==> src/rtl/tt_enum_pkg.sv <==
// Shared definitions for the truth-table preimage enumerator.
//   state_t    : controller states IDLE / SCAN / HOLD
//   K_DEF      : default number of cut inputs
//   gray_of()  : reflected-Gray code of an index
//   popcount() : number of set bits in a truth-table mask
package tt_enum_pkg;

  localparam int K_DEF = 4;

  typedef enum logic [1:0] {
    IDLE = 2'd0,
    SCAN = 2'd1,
    HOLD = 2'd2
  } state_t;

  function automatic logic [7:0] gray_of(input logic [7:0] i);
    return i ^ (i >> 1);
  endfunction

  function automatic int popcount(input logic [63:0] v);
    int n;
    n = 0;
    for (int b = 0; b < 64; b++) n += int'(v[b]);
    return n;
  endfunction

endpackage

==> src/rtl/tt_scan_permute.sv <==
// Reorders a truth-table mask into scan order: smask[i] = mask[ord(i)].
// Optional macro TT4_PREIMAGE_GRAY_ORDER_EN selects ord(i) = i ^ (i>>1);
// otherwise ord(i) = i and this block is plain wiring.
// Ports:
//   mask  : 2**K-bit mask, bit m set when vector m matches the target
//   smask : the same mask in scan order
module tt_scan_permute
  import tt_enum_pkg::*;
#(
  parameter int K = K_DEF
) (
  input  logic [(1<<K)-1:0] mask,
  output logic [(1<<K)-1:0] smask
);

`ifdef TT4_PREIMAGE_GRAY_ORDER_EN
  for (genvar i = 0; i < (1 << K); i++) begin : g_perm
    localparam logic [7:0] G = gray_of(8'(i));
    assign smask[i] = mask[G[K-1:0]];
  end
`else
  assign smask = mask;
`endif

endmodule

==> src/rtl/tt4_preimage_enum.sv <==
// Streams every input vector of a K-input cut truth table whose output
// equals a requested target value. One request in, one beat per matching
// vector out (or a single "none" beat when no vector matches).
// Optional macro TT4_PREIMAGE_GRAY_ORDER_EN emits vectors in reflected-Gray
// order instead of ascending order.
// Ports:
//   clk, rst              : clock, synchronous active-high reset
//   req_valid/req_ready   : request handshake (ready only in IDLE)
//   req_tt, req_target    : truth table and target output polarity
//   out_valid/out_ready   : output beat handshake
//   out_vec               : matching input vector
//   out_last              : final beat of the request
//   out_none              : empty preimage, beat carries no vector
//   out_count             : number of matches, valid with out_last
module tt4_preimage_enum
  import tt_enum_pkg::*;
#(
  parameter int K = K_DEF
) (
  input  logic              clk,
  input  logic              rst,
  input  logic              req_valid,
  output logic              req_ready,
  input  logic [(1<<K)-1:0] req_tt,
  input  logic              req_target,
  output logic              out_valid,
  input  logic              out_ready,
  output logic [K-1:0]      out_vec,
  output logic              out_last,
  output logic              out_none,
  output logic [K:0]        out_count
);

  localparam int TT_W = 1 << K;

  state_t          state, state_n;
  logic [TT_W-1:0] mask, mask_n, smask, req_mask;
  // One extra bit so the index can step past the final position.
  logic [K:0]      idx, idx_n;
  logic [K:0]      cnt, cnt_n;
  logic            valid_n, last_n, none_n, is_last;
  logic [K-1:0]    vec_n, ord_idx;
  logic [K:0]      count_n;

  assign req_mask  = req_tt ~^ {TT_W{req_target}};
  assign req_ready = (state == IDLE);

  tt_scan_permute #(.K(K)) u_perm (
    .mask  (mask),
    .smask (smask)
  );

`ifdef TT4_PREIMAGE_GRAY_ORDER_EN
  assign ord_idx = idx[K-1:0] ^ (idx[K-1:0] >> 1);
`else
  assign ord_idx = idx[K-1:0];
`endif

  // No further scan-order bits set beyond the current position.
  assign is_last = ~|(smask >> (idx + 1'b1));

  always_comb begin
    state_n = state;
    mask_n  = mask;
    idx_n   = idx;
    cnt_n   = cnt;
    valid_n = out_valid;
    vec_n   = out_vec;
    last_n  = out_last;
    none_n  = out_none;
    count_n = out_count;
    case (state)
      IDLE: begin
        if (req_valid) begin
          mask_n = req_mask;
          idx_n  = '0;
          cnt_n  = '0;
          if (req_mask == '0) begin
            state_n = HOLD;
            valid_n = 1'b1;
            none_n  = 1'b1;
            last_n  = 1'b1;
            vec_n   = '0;
            count_n = '0;
          end else begin
            state_n = SCAN;
            valid_n = 1'b0;
            none_n  = 1'b0;
          end
        end
      end
      SCAN: begin
        if (idx[K]) begin
          state_n = IDLE;
        end else if (smask[idx[K-1:0]]) begin
          state_n = HOLD;
          valid_n = 1'b1;
          none_n  = 1'b0;
          vec_n   = ord_idx;
          last_n  = is_last;
          count_n = is_last ? cnt + 1'b1 : '0;
          cnt_n   = cnt + 1'b1;
        end else begin
          idx_n = idx + 1'b1;
        end
      end
      HOLD: begin
        if (out_ready) begin
          valid_n = 1'b0;
          if (out_last) begin
            state_n = IDLE;
          end else begin
            state_n = SCAN;
            idx_n   = idx + 1'b1;
          end
        end
      end
      default: state_n = IDLE;
    endcase
  end

  always_ff @(posedge clk) begin
    mask <= mask_n;
    if (rst) begin
      state     <= IDLE;
      idx       <= '0;
      cnt       <= '0;
      out_valid <= 1'b0;
      out_vec   <= '0;
      out_last  <= 1'b0;
      out_none  <= 1'b0;
      out_count <= '0;
    end else begin
      state     <= state_n;
      idx       <= idx_n;
      cnt       <= cnt_n;
      out_valid <= valid_n;
      out_vec   <= vec_n;
      out_last  <= last_n;
      out_none  <= none_n;
      out_count <= count_n;
    end
  end

endmodule

==> config.mk <==
export PLATFORM = sky130hd
export DESIGN_NAME = tt4_preimage_enum
export DESIGN_NICKNAME = d
export VERILOG_FILES = /design/src/rtl/tt_enum_pkg.sv /design/src/rtl/tt_scan_permute.sv /design/src/rtl/tt4_preimage_enum.sv
export SDC_FILE = /design/constraint.sdc
export NUM_CORES = 1
export LEC_CHECK = 0
export ABC_AREA = 0
export BUFFER_PORTS_ARGS = -buffer_cell sky130_fd_sc_hd__buf_2
export CAP_MARGIN = 20
export CORE_ASPECT_RATIO = 1.4
export CORE_MARGIN = 1.5
export CORE_UTILIZATION = 37
export DETAILED_ROUTE_END_ITERATION = 10
export GPL_TIMING_DRIVEN = 0
export PLACE_DENSITY = 0.59
export SLEW_MARGIN = 30
export SYNTH_ARGS = -nofsm -noshare
export SYNTH_HDL_FRONTEND = slang
export SYNTH_SLANG_ARGS = --single-unit
==> constraint.sdc <==
create_clock -name clk -period 4.8 [get_ports clk]
set_input_delay 0.48 -clock clk [delete_from_list [all_inputs] [get_ports clk]]
set_output_delay 0.48 -clock clk [all_outputs]
set_load 0.01 [all_outputs]
== After elaboration in Yosys (flattened, before gate mapping) ==
Cells that the tools add are included.

* Register bits after elaboration: 40
* Bits of input ports: 21
* Logic and storage cells: 81

* Add/subtract/negate cells: 2
* Order comparisons: 1
* Eq/ne operators: 10
* Shift operators: 1
* Multiplexer cells: 43
* Bitwise logic cells: 1
* Reductions and logical operators: 13

{| class="wikitable"
|+ Operator list
! cell !! number
|-
| 5-bit two-way mux || 12
|-
| 5-bit one-hot mux with 2 select lines || 2
|-
| 16-bit logical NOT || 1
|-
| 4-bit two-way mux || 4
|-
| 16-bit OR reduction || 1
|-
| 16-bit by 5-bit >> shifter with 16-bit output || 1
|-
| 16-bit XNOR || 1
|-
| 5-bit one-hot mux with 3 select lines || 1
|-
| 1-bit two-way mux || 13
|-
| 2-bit inequality test, second input constant || 6
|-
| 5-bit by 1-bit adder with 5-bit output, second input constant || 2
|-
| 2-bit two-way mux || 5
|-
| 5-bit AND reduction || 2
|-
| 4-bit one-hot mux with 2 select lines || 1
|-
| 4-bit AND reduction || 2
|-
| 2-bit one-hot mux with 3 select lines || 1
|-
| 6-bit AND reduction || 1
|-
| 4-bit by 5-bit less-than comparator with 1-bit output, second input constant || 1
|-
| 1-bit binary-select mux with 4-bit select || 1
|-
| 1-bit one-hot mux with 2 select lines || 2
|-
| 3-bit inequality test, second input constant || 1
|-
| 1-bit one-hot mux with 3 select lines || 1
|-
| 3-bit AND reduction || 1
|-
| 3-bit nonzero test || 1
|-
| 7 further kinds || 7
|}

== Logic depth before layout (Yosys ltp) ==
Gate-level depths: netlist of the first run.

* Depth after elaboration: 7
* Mapped depth: 9

== Cells and area by module ==
A second synthesis of the first run with hierarchy kept.

* Cell total of the unflattened synthesis: 262
* Area, all modules: 2,508.7 um2

{| class="wikitable"
|+ By module, submodules not included
! module !! times used !! cells an instance !! area each (um2) !! seq. area each (um2)
|-
| tt4_preimage_enum || 1 || 246 || 2,388.5 || 960.9
|-
| tt_scan_permute || 1 || 16 || 120.1 || 0.0
|}

== Worst setup path after synthesis of the first run ==
OpenSTA, ideal clock, no wires.

* Path kind: in2reg
* Start point: input port req_tt[3]
* End point: register out_count[2]
* Library setup time: 0.101 ns
* Arrival time: 2.286 ns
* Setup slack: 2.413 ns
* Stages: 6
* Path through: nor4b_1 > mux2i_1 > or4_4 > a211o_4 > or2_1 > o41ai_1

* Longest elaborated chain between the ends: 4

{| class="wikitable"
|+ Ends and longest elaborated chain
! item !! RTL line !! source
|-
| start: declaration || tt4_preimage_enum.sv:24 || <nowiki>input logic [(1<<K)-1:0] req_tt,</nowiki>
|-
| 16-bit XNOR || tt4_preimage_enum.sv:45 || <nowiki>assign req_mask = req_tt ~^ {TT_W{req_target}};</nowiki>
|-
| 16-bit logical NOT || tt4_preimage_enum.sv:78 || <nowiki>if (req_mask == '0) begin</nowiki>
|-
| 2-bit by 1-bit inequality test with 1-bit output (no line) || n/a ||
|-
| 5-bit AND reduction (no line) || n/a ||
|-
| end signal: assignment || tt4_preimage_enum.sv:141 || <nowiki>out_count <= count_n;</nowiki>
|-
| end: declaration || tt4_preimage_enum.sv:31 || <nowiki>output logic [K:0] out_count</nowiki>
|}

Every way passes these cells.
A chain may end at the register's enable or synchronous reset.

== Worst setup path after layout of the first run ==
* Start point: register idx[2]
* End point: register idx[2]

* Longest elaborated chain between the ends: 4
* Elaborated cells between the ends (all ways): 10
* Those cells by class: add/sub (1); eq/ne (1); mux (7); reduce/logical (1)

{| class="wikitable"
|+ Ends and longest elaborated chain
! item !! RTL line !! source
|-
| start: declaration || tt4_preimage_enum.sv:39 || <nowiki>logic [K:0] idx, idx_n;</nowiki>
|-
| start signal: assignment || tt4_preimage_enum.sv:135 || <nowiki>idx <= idx_n;</nowiki>
|-
| 5-bit by 1-bit adder with 5-bit output or 1-bit binary-select mux with 4-bit select (tied branches) || tt4_preimage_enum.sv:104, tt4_preimage_enum.sv:114, tt4_preimage_enum.sv:95 ||
|-
| 5-bit two-way mux (tied with other cells) || tt4_preimage_enum.sv:110 || <nowiki>if (out_last) begin</nowiki>
|-
| 5-bit two-way mux (tied with other cells) || tt4_preimage_enum.sv:108 || <nowiki>if (out_ready) begin</nowiki>
|-
| 5-bit one-hot mux with 3 select lines or 6-bit AND reduction (tied branches) || n/a ||
|}

Several ways; a longest one is shown, not always the timed one. The select of a mux whose other input is x is not followed.

==> impl_metrics.json, run 1 <==
{
  "p_per_area_nw_per_um2": 384,
  "grt_pass1_wl_mm": 8.80,
  "fmax_ghz": 0.380,
  "firstDrtPassIters": 4,
  "synth-seq-cells": 40,
  "min_from": "out_vec[2]",
  "endpoint_kind": "flip-flop",
  "rsz0062_at_grt": "false",
  "crit_required_ps": 4970,
  "grt_pass1_vias": 1961,
  "stdcell_area_sq_um": 2750,
  "synth_top_area_share_pct": 20.1,
  "drtAntennaViolNets": 0,
  "crit_chain": "buf_2, mux4_2, mux4_2, o21ai_1, nand2_1, a222oi_1, nor2_1",
  "wirelength_mm": 5.20,
  "synth_top_family_by_area": "simple AND/OR/NAND/NOR gates",
  "yosys.area.top_type": "dfxtp_1",
  "die_area_sq_um": 6950,
  "synth-compound-area-share_pct": 15.1,
  "placement_rows": 34,
  "nets": 313,
  "seq_area_frac_synth_pct": 40.2,
  "setup_viol": 0,
  "cts_tree": "built",
  "synth_area_leaders": "dfxtp_1, edfxtp_1, xnor2_1",
  "dr_wl_met2_mm": 2.89,
  "ys_warn_count": 0,
  "chipHeight_um": 98.1,
  "synth-simple-area-share_pct": 21.5,
  "drtIter0Drc": 79,
  "r2r_cells": 7,
  "async_flop_share_pct": 0,
  "cts.reportedPaths.clkPinSlew_ps": 70,
  "placed_area_sq_um": 2640,
  "worst_pin_slew_ps": 700,
  "syn_to_final_growth_pct": 15.1,
  "synth_cell_type_count": 52,
  "start_kind": "flip-flop",
  "synth_edf_count": 16,
  "worstSetupPathType": "flip-flop to flip-flop",
  "crit_fanout": 10,
  "status": "completed",
  "start_util_pct": 38.5,
  "cts_resized": 0,
  "crit_start": "idx[2]",
  "crit_arrival_ps": 2800,
  "holdCritPathClass": "flip-flop to flip-flop",
  "final_util_pct": 44.3,
  "crit_path_max_incr_delay_ps": 570,
  "synthFlopType": "dfxtp_1",
  "hold_depth": 2,
  "drv_slew": 0,
  "r2r-start": "idx[2]",
  "synth.area.mux_share_pct": 8.12,
  "routed-via-count": 1945,
  "ir_drop_uv": 138,
  "setup_tns_ps": 0,
  "io-pin-count": 34,
  "worst_path_max_delay_cell": "mux4_2",
  "antenna_found_initial": 0,
  "postSynthAreaPerCell_sq_um": 9.71,
  "cts_setup_buffers": 0,
  "drc": 0,
  "fin_crit_ps": 2630,
  "ctsHoldBuffers": 0,
  "maxSlewHeadroom_pct": 52.7,
  "gp_congestion": 0.779,
  "routed_via_density": 5.42,
  "holdWs_ps": 450,
  "clock-sinks": 40,
  "clockBufferDepth": 2,
  "cellLeakagePower_nw": 1.01,
  "hold_viol": 0,
  "worst_slack_ps": 2170,
  "skew_ps": 6.95,
  "htree_levels": 2,
  "maxCapViolCount": 0,
  "dp_cells": 351,
  "nFillCells": 630,
  "cts_made_buffers": 5,
  "syn_nets": 273,
  "syn-cell-area_sq_um": 2390,
  "synth_xor_area_share_pct": 8.43,
  "routedWlPerCell_um": 14.5,
  "clk_latency_ps": 290,
  "power.total_mw": 1.06,
  "track_usage_pct": 15.9,
  "cts-root-buf": "clkbuf_8",
  "final_cells": 359,
  "core_area_sq_um": 6210,
  "grt_max_degree": 18,
  "yosys.area_share.adder_pct": 3.14,
  "dp_hpwl_mm": 4.08,
  "top_layer": "met4",
  "diodes": 0,
  "overflow": 0,
  "dr_wl_met3_um": 206,
  "syn-instance-count": 246,
  "drive_gt1_share_pct": 19.9,
  "portBuffers": 33,
  "finalCritPeriodShare_pct": 54.9,
  "seqCellArea_sq_um": 961,
  "multi_input_area_sq_um": 1350,
  "die_x_um": 70.9,
  "crit_path_frequent_cell": "mux4_2",
  "pre_cts_ws_ps": 2010,
  "wl_met1_mm": 2.02
}
critical path: cells and delay by family (launching register included):
| family | cells | cell delay, ps |
|---|---|---|
| and+or+nand+nor | 2 | 190 |
| muxes | 2 | 1100 |
| buffers and inverters | 1 | 260 |
| AOI/OAI and AO/OA | 2 | 600 |
| DFF | 1 | 350 |
flip-flops by register name, summed over array words and instances (netlist names):
name / cells
out_none: 1
out_vec: 4
out_count: 5
cnt: 5
mask: 16
out_last: 1
idx: 5
state: 2
out_valid: 1
report_power, final:
group	leakage, nW	internal, mW	switching [mW]
logic	0.610	0.129	0.220
registers	0.346	0.412	0.0335
clock network	0.0532	0.151	0.112
cells in the final DEF, fill, tap and decap left out, drive strengths merged, types with 3 or more instances in the layout:
| cell type | n |
|---|---|
| nand3 | 7 |
| or2 | 5 |
| dfxtp | 24 |
| a31oi | 4 |
| nor2b | 10 |
| mux4 | 5 |
| inv | 8 |
| and4b | 4 |
| or4 | 3 |
| edfxtp | 16 |
| mux2i | 7 |
| clkbuf | 11 |
| a211oi | 6 |
| a211o | 3 |
| nor3 | 3 |
| nor4b | 4 |
| a21oi | 10 |
| buf | 38 |
| nor2 | 22 |
| o41ai | 5 |
| ha | 6 |
| o21ai | 8 |
| nand2 | 24 |
| nand3b | 5 |
| xnor2 | 21 |
kinds of logic after synthesis:
kind of cell / Yosys count
and+or+nand+nor: 94
xor gates and xnor gates: 23
buffers and inverters: 19
AOI/OAI and AO/OA: 51
adders and majority gates: 6
DFF: 40
muxes: 13
path summary, 6_finish.rpt:
check | to | slack [ps]
max reg2reg | idx[2] | 2170
min reg2reg | out_vec[2] | 450
min | out_vec[2] | 450
max | idx[2] | 2170
final cells by class:
class	instances	share of cell area, %
Buffer	11	1.91
Clock buffer	5	2.50
Clock inverter	3	1.36
Inverter	8	1.09
Multi-Input combinational cell	187	48.9
Sequential cell	40	34.9
Tap cell	72	3.28
Timing Repair Buffer	33	6.01
cell usage after synthesis (2+ instances only):
library cell   n
xnor2_1       21
nor4b_2        2
buf_2          3
o22ai_1        2
o21ai_0        7
a41oi_1        2
ha_1           6
inv_1          8
nand3b_1       5
and4b_1        4
nor3_1         3
mux4_2         5
a31oi_1        4
or2_2          4
a21oi_1       10
xor2_1         2
or4_1          2
nand2_1       24
edfxtp_1      16
nand2b_1       2
dfxtp_1       24
nor4b_1        2
a211o_1        2
a22oi_1        2
nor2b_1       10
a211oi_1       6
nand3_1        7
o41ai_1        5
mux2i_1        7
clkbuf_1       6
nor2_1        22
metal layers:
| layer | global-route usage, % | vias up |
|---|---|---|
| met5 | 0 | - |
| met1 | 16.0 | 905 |
| met2 | 30.6 | 40 |
| met4 | 6.39 | 0 |
| met3 | 3.72 | 7 |
| li1 | - | 993 |
Power figures use the tool's default switching activity.
==> run 2: changes to the inputs <==
--- a/config.mk
+++ b/config.mk
@@ -13,7 +13,7 @@
 export CORE_UTILIZATION = 37
 export DETAILED_ROUTE_END_ITERATION = 10
 export GPL_TIMING_DRIVEN = 0
-export PLACE_DENSITY = 0.59
+export PLACE_DENSITY = 0.61
 export SLEW_MARGIN = 30
 export SYNTH_ARGS = -nofsm -noshare
 export SYNTH_HDL_FRONTEND = slang
==> constraint.sdc (replaced) <==
create_clock -name clk -period 2.3 [get_ports clk]
set_input_delay 0.23 -clock clk [delete_from_list [all_inputs] [get_ports clk]]
set_output_delay 0.23 -clock clk [all_outputs]
set_load 0.01 [all_outputs]
==> impl_metrics.json, run 2 (synthesized netlist as in run 1, its figures left out) <==
{
  "cts.reportedPaths.clkPinSlew_ps": 80,
  "largest_reg_flops": 16,
  "p_per_area_nw_per_um2": 772,
  "pre_cts_ws_ps": -313,
  "crit_required_ps": 2480,
  "finalCritPeriodShare_pct": 105,
  "core_area_sq_um": 6210,
  "worst_slack_ps": -118,
  "stdcell_area_sq_um": 2850,
  "crit_path_frequent_cell": "mux4_2",
  "holdWs_ps": 240,
  "regMostFlops": "mask",
  "overflow": 0,
  "routed_via_density": 5.42,
  "io-pin-count": 34,
  "cts_tree": "built",
  "dp_hpwl_mm": 4.12,
  "crit_arrival_ps": 2600,
  "violations": "setup timing",
  "htree_levels": 2,
  "start_kind": "flip-flop",
  "endpoint_kind": "flip-flop",
  "drc": 0,
  "grt_pass1_wl_mm": 9.05,
  "gp_congestion": 0.806,
  "multi_input_area_sq_um": 1400,
  "cp_num_buf_inv": 1,
  "cp_top_family": "multiplexers",
  "wirelength_mm": 5.45,
  "crit_chain": "buf_6, mux4_2, mux4_2, o21ai_2, nand2_1, a222oi_1, nor2_1",
  "maxSlewHeadroom_pct": 46.0,
  "crit_fanout": 5,
  "fin_crit_ps": 2420,
  "placement_rows": 34,
  "crit_path_max_incr_delay_ps": 550,
  "nFillCells": 608,
  "clockBufferDepth": 2,
  "diodes": 0,
  "cts_made_buffers": 5,
  "chipHeight_um": 98.1,
  "drtIter0Drc": 95,
  "status": "finished, violations left",
  "clk_latency_ps": 300,
  "skew_ps": 13.6,
  "routed-via-count": 1984,
  "drv_slew": 0,
  "placed_area_sq_um": 2650,
  "die_area_sq_um": 6950,
  "die_x_um": 70.9,
  "drtAntennaViolNets": 0,
  "worstSetupPathType": "flip-flop to flip-flop",
  "holdCritPathClass": "input pin to flip-flop",
  "start_util_pct": 38.5,
  "grt_pass1_vias": 1952,
  "maxCapViolCount": 0,
  "final_common_cell": "buf_2",
  "clock-sinks": 40,
  "portBuffers": 33,
  "rsz0062_at_grt": "true",
  "drive_gt1_share_pct": 26.2,
  "seqCellArea_sq_um": 963,
  "firstDrtPassIters": 4,
  "hold_viol": 0,
  "syn_to_final_growth_pct": 19.4,
  "final_cell_mix": "buf_2, nand2_1, dfxtp_1",
  "cellLeakagePower_nw": 1.05,
  "cts-root-buf": "clkbuf_8",
  "nets": 320,
  "routedWlPerCell_um": 14.9,
  "worst_path_max_delay_cell": "mux4_2",
  "worst_pin_slew_ps": 804,
  "grt_max_degree": 18,
  "ir_drop_uv": 361,
  "antenna_found_initial": 0,
  "fmax_ghz": 0.414,
  "track_usage_pct": 16.6,
  "setup_viol": 4
}
[run 2: cell types whose count changed in the layout (fill, tap and decap cells not counted), moves of 2 or more]
cell / previous run / this run
buf_2: 36 / 33
a41oi_1: 2 / 0
o21ai_2: 0 / 2
dfxtp_1: 24 / 22
buf_4: 0 / 9
clkinv_1: 2 / 0
dfxtp_2: 0 / 2
[run 2: path summary, 6_finish.rpt]
check	from	cells after the start	slack, ps	to
setup / recovery	idx[2]	7	-120	idx[2]
hold / removal	req_tt[2]	2	240	mask[2]
setup reg to reg	idx[2]	7	-120	idx[2]
hold reg to reg	out_vec[0]	2	450	out_vec[0]
[run 2: through the flow]
stage	util [%]	power (mW)	TNS, ps	cells
6_report	45.9	2.20	-236	366
5_1_grt	45.9	2.33	-1330	366
4_1_cts	45.1	2.18	-144	365
3_5_place_dp	42.7	1.68	-2920	351
2_1_floorplan	-	1.47	0	246
3_3_place_gp	42.7	1.67	-2750	351
[run 2: timing repair]
action | CTS | global route
setup endpoints to repair | 16 | 19
hold buffers | 0 | 0
gates resized for setup | 9 | 11
setup buffers | 6 | 2
pin swaps | 5 | 7
[run 2: where the power goes]
part	internal, mW	switching [mW]	total [mW]	leakage (nW)
combinational	0.321	0.497	0.819	0.662
sequential	0.859	0.0707	0.930	0.347
clock	0.213	0.240	0.453	0.0422
total	1.39	0.808	2.20	1.05
[run 2: per-layer routing]
layer / GRT usage, % / wire length, um / up-vias
met5: 0 / 0 / -
met4: 7.40 / 144 / 0
met3: 3.72 / 239 / 12
met2: 31.4 / 2990 / 49
met1: 16.8 / 2080 / 921
li1: - / - / 1002
[run 2: layout make-up]
cell class	count	area share (%)
Sequential cell	40	33.8
Clock buffer	7	2.68
Tap cell	72	3.16
Inverter	8	1.05
Multi-Input combinational cell	187	49.1
Timing Repair Buffer	40	7.63
Clock inverter	1	0.175
Buffer	11	2.41
[run 2: worst reg2reg max path: stages (launching register included)]
cell	delay [ps]
dfxtp_2	340
buf_6	120
mux4_2	500
mux4_2	550
o21ai_2	160
nand2_1	90
a222oi_1	450
nor2_1	90
